$ cat config.mk
export PLATFORM = sky130hd
export DESIGN_NAME = mc_control
export DESIGN_NICKNAME = d
export VERILOG_FILES = /design/src/rtl/mc_control_pkg.sv /design/src/rtl/mc_mem_timer.sv /design/src/rtl/mc_control.sv
export SDC_FILE = /design/constraint.sdc
export NUM_CORES = 1
export LEC_CHECK = 0
export BUFFER_PORTS_ARGS = -buffer_cell sky130_fd_sc_hd__buf_2
export CAP_MARGIN = 20
export CORE_AREA = 2 2 45 47
export DETAILED_ROUTE_END_ITERATION = 8
export DIE_AREA = 0 0 47 49
export PLACE_DENSITY = 0.8
export RECOVER_POWER = 50
export SYNTH_ARGS = -nofsm -noshare
export SYNTH_HDL_FRONTEND = slang
export SYNTH_HIERARCHICAL = 1
export SYNTH_SLANG_ARGS = --single-unit
$ cat constraint.sdc
create_clock -name clk -period 2.5 [get_ports clk]
set_input_delay 0 -clock clk [delete_from_list [all_inputs] [get_ports clk]]
set_output_delay 0 -clock clk [all_outputs]
set_load 0.01 [all_outputs]
$ cat src/rtl/mc_control_pkg.sv
// rtl/mc_control_pkg.sv - shared state, opcode and control-field encodings for the multi-cycle MIPS control unit
package mc_control_pkg;

    typedef enum logic [3:0] {
        S_FETCH  = 4'd0,
        S_DECODE = 4'd1,
        S_MEMADR = 4'd2,
        S_MEMRD  = 4'd3,
        S_MEMWB  = 4'd4,
        S_MEMWR  = 4'd5,
        S_EXEC   = 4'd6,
        S_RWB    = 4'd7,
        S_ADDIEX = 4'd8,
        S_ADDIWB = 4'd9,
        S_BRANCH = 4'd10,
        S_JUMP   = 4'd11,
        S_FAULT  = 4'd12
    } state_t;

    localparam logic [5:0] OP_LW    = 6'b100011;
    localparam logic [5:0] OP_SW    = 6'b101011;
    localparam logic [5:0] OP_RTYPE = 6'b000000;
    localparam logic [5:0] OP_ADDI  = 6'b001000;
    localparam logic [5:0] OP_BEQ   = 6'b000100;
    localparam logic [5:0] OP_BNE   = 6'b000101;
    localparam logic [5:0] OP_J     = 6'b000010;

    localparam logic [1:0] ALUOP_ADD   = 2'b00;
    localparam logic [1:0] ALUOP_SUB   = 2'b01;
    localparam logic [1:0] ALUOP_FUNCT = 2'b10;

    localparam logic [1:0] SRCB_REGB   = 2'b00;
    localparam logic [1:0] SRCB_FOUR   = 2'b01;
    localparam logic [1:0] SRCB_IMM    = 2'b10;
    localparam logic [1:0] SRCB_IMM_SH = 2'b11;

    localparam logic [1:0] PCSRC_ALU    = 2'b00;
    localparam logic [1:0] PCSRC_ALUOUT = 2'b01;
    localparam logic [1:0] PCSRC_JUMP   = 2'b10;

    // Successor of DECODE for a given opcode; anything unsupported traps.
    function automatic state_t decode_next(input logic [5:0] op);
        case (op)
            OP_LW, OP_SW:   decode_next = S_MEMADR;
            OP_RTYPE:       decode_next = S_EXEC;
            OP_ADDI:        decode_next = S_ADDIEX;
            OP_BEQ, OP_BNE: decode_next = S_BRANCH;
            OP_J:           decode_next = S_JUMP;
            default:        decode_next = S_FAULT;
        endcase
    endfunction

endpackage

$ cat src/rtl/mc_mem_timer.sv
// rtl/mc_mem_timer.sv - saturating wait-cycle counter flagging a stalled memory access
// Ports: clk, rst_n (sync active-low), clear (restart count), count_en (one more
// wait cycle), expire (count has reached LIMIT).
module mc_mem_timer #(
    parameter int LIMIT = 15
) (
    input  logic clk,
    input  logic rst_n,
    input  logic clear,
    input  logic count_en,
    output logic expire
);

    localparam int W = $clog2(LIMIT + 1);

    logic [W-1:0] count;

    always_ff @(posedge clk) begin
        if (!rst_n || clear) begin
            count <= '0;
        end else if (count_en && (count != W'(LIMIT))) begin
            count <= count + 1'b1;
        end
    end

    assign expire = (count == W'(LIMIT));

endmodule

$ cat src/rtl/mc_control.sv
// rtl/mc_control.sv - multi-cycle MIPS main control FSM (fetch/decode/execute/memory/write-back)
// Ports: clk, rst_n (sync active-low); opcode (sampled in DECODE); mem_ready
// (shared memory port handshake); datapath controls pc_write, ir_write, iord,
// mem_read, mem_write, memtoreg, regdst, regwrite, alusrca, branch_eq,
// branch_ne, alusrcb, aluop, pcsource; instr_done pulse; sticky fault;
// state_o debug view of the state.
// Optional: MC_CONTROL_TIMEOUT_EN adds a mem_ready timeout that traps to FAULT.
module mc_control
    import mc_control_pkg::*;
#(
    parameter int OP_WIDTH    = 6,
    parameter int ALUOP_WIDTH = 2,
    parameter int MEM_TIMEOUT = 15
) (
    input  logic                   clk,
    input  logic                   rst_n,
    input  logic [OP_WIDTH-1:0]    opcode,
    input  logic                   mem_ready,
    output logic                   pc_write,
    output logic                   ir_write,
    output logic                   iord,
    output logic                   mem_read,
    output logic                   mem_write,
    output logic                   memtoreg,
    output logic                   regdst,
    output logic                   regwrite,
    output logic                   alusrca,
    output logic                   branch_eq,
    output logic                   branch_ne,
    output logic [1:0]             alusrcb,
    output logic [ALUOP_WIDTH-1:0] aluop,
    output logic [1:0]             pcsource,
    output logic                   instr_done,
    output logic                   fault,
    output logic [3:0]             state_o
);

    state_t              state;
    state_t              next_state;
    logic [OP_WIDTH-1:0] op_q;
    logic                expire;
    logic [1:0]          aluop_c;

`ifdef MC_CONTROL_TIMEOUT_EN
    logic in_mem_state;
    logic next_is_mem;
    logic tmr_clear;
    logic tmr_en;

    assign in_mem_state = (state == S_FETCH) || (state == S_MEMRD) || (state == S_MEMWR);
    assign next_is_mem  = (next_state == S_FETCH) || (next_state == S_MEMRD) ||
                          (next_state == S_MEMWR);
    // Restart only on entry, so a long wait in one state keeps accumulating.
    assign tmr_clear    = next_is_mem && (next_state != state);
    assign tmr_en       = in_mem_state && !mem_ready;

    mc_mem_timer #(
        .LIMIT(MEM_TIMEOUT)
    ) u_timer (
        .clk     (clk),
        .rst_n   (rst_n),
        .clear   (tmr_clear),
        .count_en(tmr_en),
        .expire  (expire)
    );
`else
    assign expire = 1'b0;
`endif

    always_comb begin
        next_state = state;
        case (state)
            S_FETCH: begin
                if (mem_ready)   next_state = S_DECODE;
                else if (expire) next_state = S_FAULT;
            end
            S_DECODE: next_state = decode_next(opcode);
            // DECODE only routes LW/SW here, so anything not SW is a load.
            S_MEMADR: next_state = (op_q == OP_SW) ? S_MEMWR : S_MEMRD;
            S_MEMRD: begin
                if (mem_ready)   next_state = S_MEMWB;
                else if (expire) next_state = S_FAULT;
            end
            S_MEMWR: begin
                if (mem_ready)   next_state = S_FETCH;
                else if (expire) next_state = S_FAULT;
            end
            S_MEMWB:  next_state = S_FETCH;
            S_EXEC:   next_state = S_RWB;
            S_RWB:    next_state = S_FETCH;
            S_ADDIEX: next_state = S_ADDIWB;
            S_ADDIWB: next_state = S_FETCH;
            S_BRANCH: next_state = S_FETCH;
            S_JUMP:   next_state = S_FETCH;
            S_FAULT:  next_state = S_FAULT;
            default:  next_state = S_FAULT;
        endcase
    end

    always_ff @(posedge clk) begin
        if (!rst_n) begin
            state <= S_FETCH;
            op_q  <= '0;
        end else begin
            state <= next_state;
            if (state == S_DECODE) op_q <= opcode;
        end
    end

    // Outputs follow the current state; the FETCH/MEMWR strobes are qualified by
    // mem_ready, and everything is held low while reset is asserted.
    always_comb begin
        pc_write   = 1'b0;
        ir_write   = 1'b0;
        iord       = 1'b0;
        mem_read   = 1'b0;
        mem_write  = 1'b0;
        memtoreg   = 1'b0;
        regdst     = 1'b0;
        regwrite   = 1'b0;
        alusrca    = 1'b0;
        branch_eq  = 1'b0;
        branch_ne  = 1'b0;
        alusrcb    = SRCB_REGB;
        aluop_c    = ALUOP_ADD;
        pcsource   = PCSRC_ALU;
        instr_done = 1'b0;
        fault      = 1'b0;
        if (rst_n) begin
            case (state)
                S_FETCH: begin
                    mem_read = 1'b1;
                    alusrcb  = SRCB_FOUR;
                    ir_write = mem_ready;
                    pc_write = mem_ready;
                end
                S_DECODE: alusrcb = SRCB_IMM_SH;
                S_MEMADR: begin
                    alusrca = 1'b1;
                    alusrcb = SRCB_IMM;
                end
                S_MEMRD: begin
                    iord     = 1'b1;
                    mem_read = 1'b1;
                end
                S_MEMWB: begin
                    memtoreg   = 1'b1;
                    regwrite   = 1'b1;
                    instr_done = 1'b1;
                end
                S_MEMWR: begin
                    iord       = 1'b1;
                    mem_write  = 1'b1;
                    instr_done = mem_ready;
                end
                S_EXEC: begin
                    alusrca = 1'b1;
                    aluop_c = ALUOP_FUNCT;
                end
                S_RWB: begin
                    regdst     = 1'b1;
                    regwrite   = 1'b1;
                    instr_done = 1'b1;
                end
                S_ADDIEX: begin
                    alusrca = 1'b1;
                    alusrcb = SRCB_IMM;
                end
                S_ADDIWB: begin
                    regwrite   = 1'b1;
                    instr_done = 1'b1;
                end
                S_BRANCH: begin
                    alusrca    = 1'b1;
                    aluop_c    = ALUOP_SUB;
                    pcsource   = PCSRC_ALUOUT;
                    instr_done = 1'b1;
                    branch_eq  = (op_q == OP_BEQ);
                    branch_ne  = (op_q == OP_BNE);
                end
                S_JUMP: begin
                    pc_write   = 1'b1;
                    pcsource   = PCSRC_JUMP;
                    instr_done = 1'b1;
                end
                S_FAULT: fault = 1'b1;
                default: fault = 1'b1;
            endcase
        end
    end

    assign aluop   = ALUOP_WIDTH'(aluop_c);
    assign state_o = rst_n ? state : S_FETCH;

endmodule

==> impl_metrics.py, run 1 <==
metrics = {
    "worst_setup_path": {
        "worstPathArrival_ns": 1.95,
        "required_ns": 2.50,
        "critPathMaxFanout": 21,
        "cp-start-kind": "flop",
        "cp-endpoint": "alusrcb[1]",
        "cp_cell_sequence": "inv_1 -> nand2_1 -> o21ai_0 -> and2_1 -> buf_2",
        "critPathLaunch": "state[3]$_SDFFE_PN0P_",
        "critical_path.top_delay_family": "flip-flops",
        "cp_num_buf_inv": 2,
        "cp-end-kind": "output port",
        "reg2reg_depth": 4,
        "critical_path_depth": 5,
        "slowest_delay_ns": 0.81,
        "crit_type": "flop to output port",
        "r2r_end": "state[1]$_SDFFE_PN0P_",
        "reg2reg_from": "state[1]$_SDFFE_PN0P_",
        "rrSetupSlack_ns": 0.62,
        "cpMaxStageDelayCell": "dfxtp_1",
    },
    "die": {
        "num_rows": 16,
        "core_area_um2": 1842,
        "ios": 32,
        "die_w_um": 47,
        "dieArea_um2": 2303,
        "start_util_pct": 48.78,
        "die_y_um": 49,
    },
    "placement": {
        "post-place-cells": 180,
        "dp_hpwl_um": 1746,
        "gp_congestion": 0.8913,
        "numPortBuffers": 31,
    },
    "finish": {
        "nNetsFinal": 167,
        "fill_cells": 183,
        "final_cells": 184,
        "area_growth_pct": 18.66,
        "antenna_cells": 0,
        "drive_gt1_share_pct": 21.02,
        "multiInputGateArea_um2": 626.9,
        "final-seq-area_um2": 200.2,
        "final_util_pct": 57.88,
    },
    "clock_tree": {
        "cts_root_buf": "clkbuf_4",
        "cts_resized": 0,
        "cts_tree": "built",
        "ctsLongestPathBuffers": 2,
        "cts_setup_buffers": 0,
        "hold_buffers": 0,
        "numCtsBuffers": 3,
        "clk_pin_slew_ns": 0.07,
        "clock-sinks": 10,
        "clock_latency_ns": 0.27,
        "htreeDepth": 1,
    },
    "synthesis": {
        "synth_fp_nets": 140,
        "synth-xor-area-share_pct": 3.760,
        "netlist_area_um2": 898.4,
        "ys.flop_type": "dfxtp_1",
        "synth-adder-area-share_pct": 0,
        "synth.most_common_cell": "nand2_1",
        "synth_edf_count": 0,
        "avgSynthCellArea_um2": 6.858,
        "ys_ff_latch": 10,
        "ys_seq_area_share_pct": 22.28,
        "yosysWarnings": 6,
        "synth_compound_area_share_pct": 21.59,
        "ys_top_cells_by_area": "dfxtp_1 (22%), nand2_1 (7.9%), nor2_1 (7.1%)",
        "synth_commonest_cells": "nand2_1 (19), nor2_1 (17), a21oi_1 (10), dfxtp_1 (10)",
        "synthCells": 131,
        "synth_top_family_by_area": "simple AND/OR/NAND/NOR gates",
        "synth_top_area_share_pct": 22.28,
        "synth-simple-area-share_pct": 44.01,
        "ys_types": 42,
        "synthArstFlopShare_pct": 0,
        "synthMuxAreaShare_pct": 1.253,
        "synth_top_area_cell": "dfxtp_1",
    },
    "pwr": {
        "p_leak_nw": 0.4550,
        "power.total_w": 0.0009351,
        "power_density_nw_per_um2": 877.2,
        "ir_worst_vdd_mv": 0.3945,
    },
    "routing": {
        "ant_nets": 0,
        "viasPerCell": 5.929,
        "num_vias": 1091,
        "drtIter0Drc": 61,
        "dr.pass1.iters": 5,
        "wl_per_cell_um": 13.45,
        "route.detailed.drc": 0,
        "routed_wl_um": 2474,
    },
    "sta": {
        "post-route-min-period_ns": 1.950,
        "slew_viol_final": 0,
        "setup_viol": 0,
        "hold_viol_final": 0,
        "relSlewSlack_pct": 49.66,
        "rsz0062_at_grt": "false",
        "holdWs_ns": 0.02657,
        "worstMarginPinSlew_ns": 0.7540,
        "max_freq_mhz": 512.8,
        "fin_worst_skew_ns": 0.003441,
        "setup_tns_ns": 0,
        "timing.final.crit_share_pct": 78.00,
    },
    "global_route": {
        "grt_pass1_vias": 948,
        "track_usage_pct": 22.60,
        "grt_pass1_wl_um": 3988,
        "antenna_found_initial": 0,
        "overflow": 0,
        "grt_max_degree": 23,
    },
    "status": {
        "outcome": "complete, no violations",
    },
    "flow_run": {
        "max-cap-violations": 0,
    },
    "min_path": {
        "hp-class": "input pin to flop",
    },
}
-- how the worst min path moves through the flow --
stage	cells after the start	from	slack (ns)	to
6_report	3	opcode[4]	0.03	op_q[4]$_SDFFE_PN0P_
5_1_grt	3	opcode[4]	0.04	op_q[4]$_SDFFE_PN0P_
4_1_cts	3	opcode[4]	0.02	op_q[4]$_SDFFE_PN0P_
3_5_place_dp	3	opcode[4]	0.30	op_q[4]$_SDFFE_PN0P_
3_3_place_gp	3	opcode[4]	0.30	op_q[4]$_SDFFE_PN0P_
2_1_floorplan	2	rst_n	0.11	alusrcb[0]
-- area by class of cell --
type,instances,share of cell area (%)
multi-input combinational,106,58.80
sequential,10,18.78
timing repair buffer,31,13.73
clock buffer,4,3.404
tap,27,3.169
inverter,6,2.113
-- worst min-delay path, stage by stage --
cell and delay, ns:
buf_2 0.13, nand2_1 0.06, a21oi_1 0.05
-- placed cells by master (no fill, tap or decap), drive strengths merged, types with 2 or more instances in the layout --
| cell | n |
|---|---|
| nor4 | 5 |
| o21ai | 7 |
| o31a | 2 |
| nand3 | 2 |
| xnor2 | 2 |
| nor2 | 17 |
| nor3 | 5 |
| nand4b | 2 |
| nor2b | 2 |
| nor3b | 3 |
| dfxtp | 10 |
| clkbuf | 11 |
| buf | 24 |
| or4b | 2 |
| inv | 6 |
| a21oi | 10 |
| nand2 | 19 |
| nor4b | 2 |
| and3 | 4 |
| a31oi | 2 |
| and2 | 2 |
-- per-layer routing --
metal | part of all wire, % | track usage, % | up-vias
met3 | 7.8 | 1.481 | 8
met1 | 42 | 29.61 | 486
li1 | - | - | 526
met4 | 2.7 | 9.259 | 0
met2 | 47 | 36.99 | 71
met5 | 0 | 0 | -
-- state kept, by name (all words and copies together) (netlist names) --
register	count
op_q	6
state	4
-- through the flow --
step	setup WS, ns	cell area, µm²
global route	0.4098	1066
global placement	0.8376	1046
detailed placement	0.7560	1046
floorplan	1.183	898.4
finish	0.5499	1066
CTS	0.5584	1082
-- power breakdown --
part | switching (W) | internal, W | leakage (nW)
clock | 0.0000595 | 0.0000884 | 0.0210
sequential | 0.000126 | 0.000203 | 0.0817
combinational | 0.000259 | 0.000199 | 0.352
-- logic make-up (layout without fill, tap and decap cells) --
family	after synthesis	count (layout)
xor gates and xnor gates	3	3
muxes	1	1
and+or+nand+nor	72	72
buffers and inverters	15	41
AOI/OAI and AO/OA	30	30
DFF	10	10
Power figures use the tool's default switching activity.
==> run 2, diff against run 1 <==
--- a/config.mk
+++ b/config.mk
@@ -7,10 +7,10 @@
 export LEC_CHECK = 0
 export BUFFER_PORTS_ARGS = -buffer_cell sky130_fd_sc_hd__buf_2
 export CAP_MARGIN = 20
-export CORE_AREA = 2 2 45 47
+export CORE_AREA = 2 2 46 48
 export DETAILED_ROUTE_END_ITERATION = 8
-export DIE_AREA = 0 0 47 49
-export PLACE_DENSITY = 0.8
+export DIE_AREA = 0 0 48 50
+export PLACE_DENSITY = 0.77
 export RECOVER_POWER = 50
 export SYNTH_ARGS = -nofsm -noshare
 export SYNTH_HDL_FRONTEND = slang
==> constraint.sdc (replaced) <==
create_clock -name clk -period 1.9 [get_ports clk]
set_input_delay 0 -clock clk [delete_from_list [all_inputs] [get_ports clk]]
set_output_delay 0 -clock clk [all_outputs]
set_load 0.01 [all_outputs]
==> run 2 against run 1 <==
Effect of this change: non-clock buffer count rose by 2; register-to-register slack got worse by 0.36 ns; clock power rose by 29%; critical path type is now flop to flop; highest routed layer unchanged; setup slack got worse by 0.29 ns; sequential cell count did not move; first-iteration DRC count fell by 52%.
==> impl_metrics.py, run 2 (same netlist as run 1, synthesis figures left out) <==
metrics = {
    "status": {
        "outcome": "complete, no violations",
    },
    "global_route": {
        "grt_pass1_wl_um": 3739,
        "grt_pass1_vias": 833,
        "use_met2_pct": 33.11,
        "use_met3_pct": 3.297,
        "antenna_found_initial": 0,
        "top_usage_layer": "met2",
        "overflow": 0,
        "track_usage_pct": 21.27,
        "grt_max_degree": 22,
        "met1_usage_pct": 29.18,
    },
    "worst_setup_path": {
        "required_ns": 2.07,
        "worstPathArrival_ns": 1.81,
        "rrSetupSlack_ns": 0.26,
        "r2r_end": "state[3]$_SDFFE_PN0P_",
        "cpMaxStageDelayCell": "nor4b_2",
        "reg2reg_from": "state[0]$_SDFFE_PN0P_",
        "cp_cell_sequence": "nor4b_2 -> o31ai_1 -> a221oi_1",
        "crit_type": "flop to flop",
        "cp-end-kind": "flop",
        "cp-start-kind": "flop",
        "slowest_delay_ns": 0.60,
        "reg2reg_depth": 3,
        "critPathMaxFanout": 16,
    },
    "pwr": {
        "pwr-share-clk_pct": 15.8,
        "p_comb_share_pct": 49.6,
        "seqPwrFrac_pct": 34.6,
        "switching_share_pct": 46.04,
        "p_switching_w": 0.0005552,
        "p_int_w": 0.0006508,
        "p_leak_nw": 0.4682,
        "ir_worst_vdd_mv": 0.6094,
        "power_density_nw_per_um2": 1121,
    },
    "clock_tree": {
        "clk_pin_slew_ns": 0.06,
        "htreeDepth": 1,
        "numCtsBuffers": 3,
        "hold_buffers": 0,
        "cts_setup_buffers": 0,
        "cts_tree": "built",
        "ctsLongestPathBuffers": 2,
        "cts_root_buf": "clkbuf_4",
        "clock-sinks": 10,
        "clock_latency_ns": 0.27,
    },
    "finish": {
        "final_common_cell": "buf_2",
        "nNetsFinal": 169,
        "final_cells": 186,
        "largestRegisters": "op_q (6), state (4)",
        "largest_reg_flops": 6,
        "drive_gt1_share_pct": 25.16,
        "fill_cells": 191,
        "final_util_pct": 56.58,
        "antenna_cells": 0,
        "area_growth_pct": 19.78,
        "layout_common_cells": "buf_2 (26), nand2_1 (19), nor2_1 (17)",
        "regMostFlops": "op_q",
    },
    "sta": {
        "timing.final.crit_share_pct": 86.41,
        "post-route-min-period_ns": 1.642,
        "worstMarginPinSlew_ns": 0.6526,
        "rsz0062_at_grt": "false",
        "relSlewSlack_pct": 56.38,
        "holdWs_ns": 0.01977,
        "hold_viol_final": 0,
        "fin_worst_skew_ns": 0.003145,
        "fin_ws_ns": 0.2583,
        "setup_viol": 0,
        "setup_tns_ns": 0,
        "max_freq_mhz": 609.1,
        "slew_viol_final": 0,
    },
    "die": {
        "die_y_um": 50,
        "ios": 32,
        "dieArea_um2": 2400,
        "core_area_um2": 1902,
        "die_w_um": 48,
        "num_rows": 16,
        "start_util_pct": 47.24,
    },
    "placement": {
        "gp_congestion": 0.9019,
        "numPortBuffers": 31,
        "post-place-cells": 182,
        "dp_hpwl_um": 1806,
        "place_ws_ns": 0.2667,
    },
    "min_path": {
        "min_from": "opcode[4]",
        "hp-class": "input pin to flop",
        "hold_depth": 3,
        "hold_path_end": "op_q[4]$_SDFFE_PN0P_",
    },
    "routing": {
        "ant_nets": 0,
        "num_vias": 1047,
        "route.detailed.drc": 0,
        "viasPerCell": 5.629,
        "routed_wl_um": 2352,
        "dr.pass1.iters": 4,
        "wl_per_cell_um": 12.65,
        "drtIter0Drc": 29,
    },
    "flow_run": {
        "max-cap-violations": 0,
    },
}
## run 2: worst max-delay path by stage
stage	startpoint	to	cells past startpoint
after floorplan	state[2]$_SDFFE_PN0P_	state[3]$_SDFFE_PN0P_	4
after global placement	state[2]$_SDFFE_PN0P_	pc_write	4
after detailed placement	state[2]$_SDFFE_PN0P_	pc_write	4
after CTS	state[0]$_SDFFE_PN0P_	instr_done	5
after global routing	state[0]$_SDFFE_PN0P_	state[3]$_SDFFE_PN0P_	3
final	state[0]$_SDFFE_PN0P_	state[3]$_SDFFE_PN0P_	3
## run 2: area by class of cell
class	count	area (µm²)	area share (%)
Clock buffer	4	36.28	3.372
Inverter	6	22.52	2.093
Multi-Input combinational cell	106	618.1	57.44
Sequential cell	10	205.2	19.07
Tap cell	27	33.78	3.140
Timing Repair Buffer	33	160.2	14.88
## run 2: routing by layer
layer | share of wire, % | vias to the layer above
met5 | 0 | -
li1 | - | 530
met3 | 6.3 | 4
met2 | 48 | 46
met4 | 1.4 | 0
met1 | 44 | 467
## run 2: power groups by stage
stage	sequential, W	clock (W)	combinational [W]
2_1_floorplan	0.000315	0	0.000553
3_3_place_gp	0.000421	0	0.000604
3_5_place_dp	0.000421	0	0.000615
4_1_cts	0.000420	0.000194	0.000616
5_1_grt	0.000433	0.000205	0.000667
6_report	0.000417	0.000191	0.000599
## run 2: repair_timing
| action | 4_1_cts | 5_1_grt |
|---|---|---|
| resized for setup | 1 | 3 |
| hold endpoints to repair | 0 | 0 |
| endpoints found under the setup margin | 1 | 4 |
## run 2: through the flow
step / cell area, µm² / total power, W
floorplan: 898.4 / 0.0008685
global placement: 1061 / 0.001025
detailed placement: 1061 / 0.001036
CTS: 1099 / 0.001230
global route: 1076 / 0.001304
finish: 1076 / 0.001206
## run 2: critical path: cells and delay by family (launching register included)
family / cells / cell delay, ns
compound gates: 2 / 0.44
flops: 1 / 0.49
simple gates: 1 / 0.60
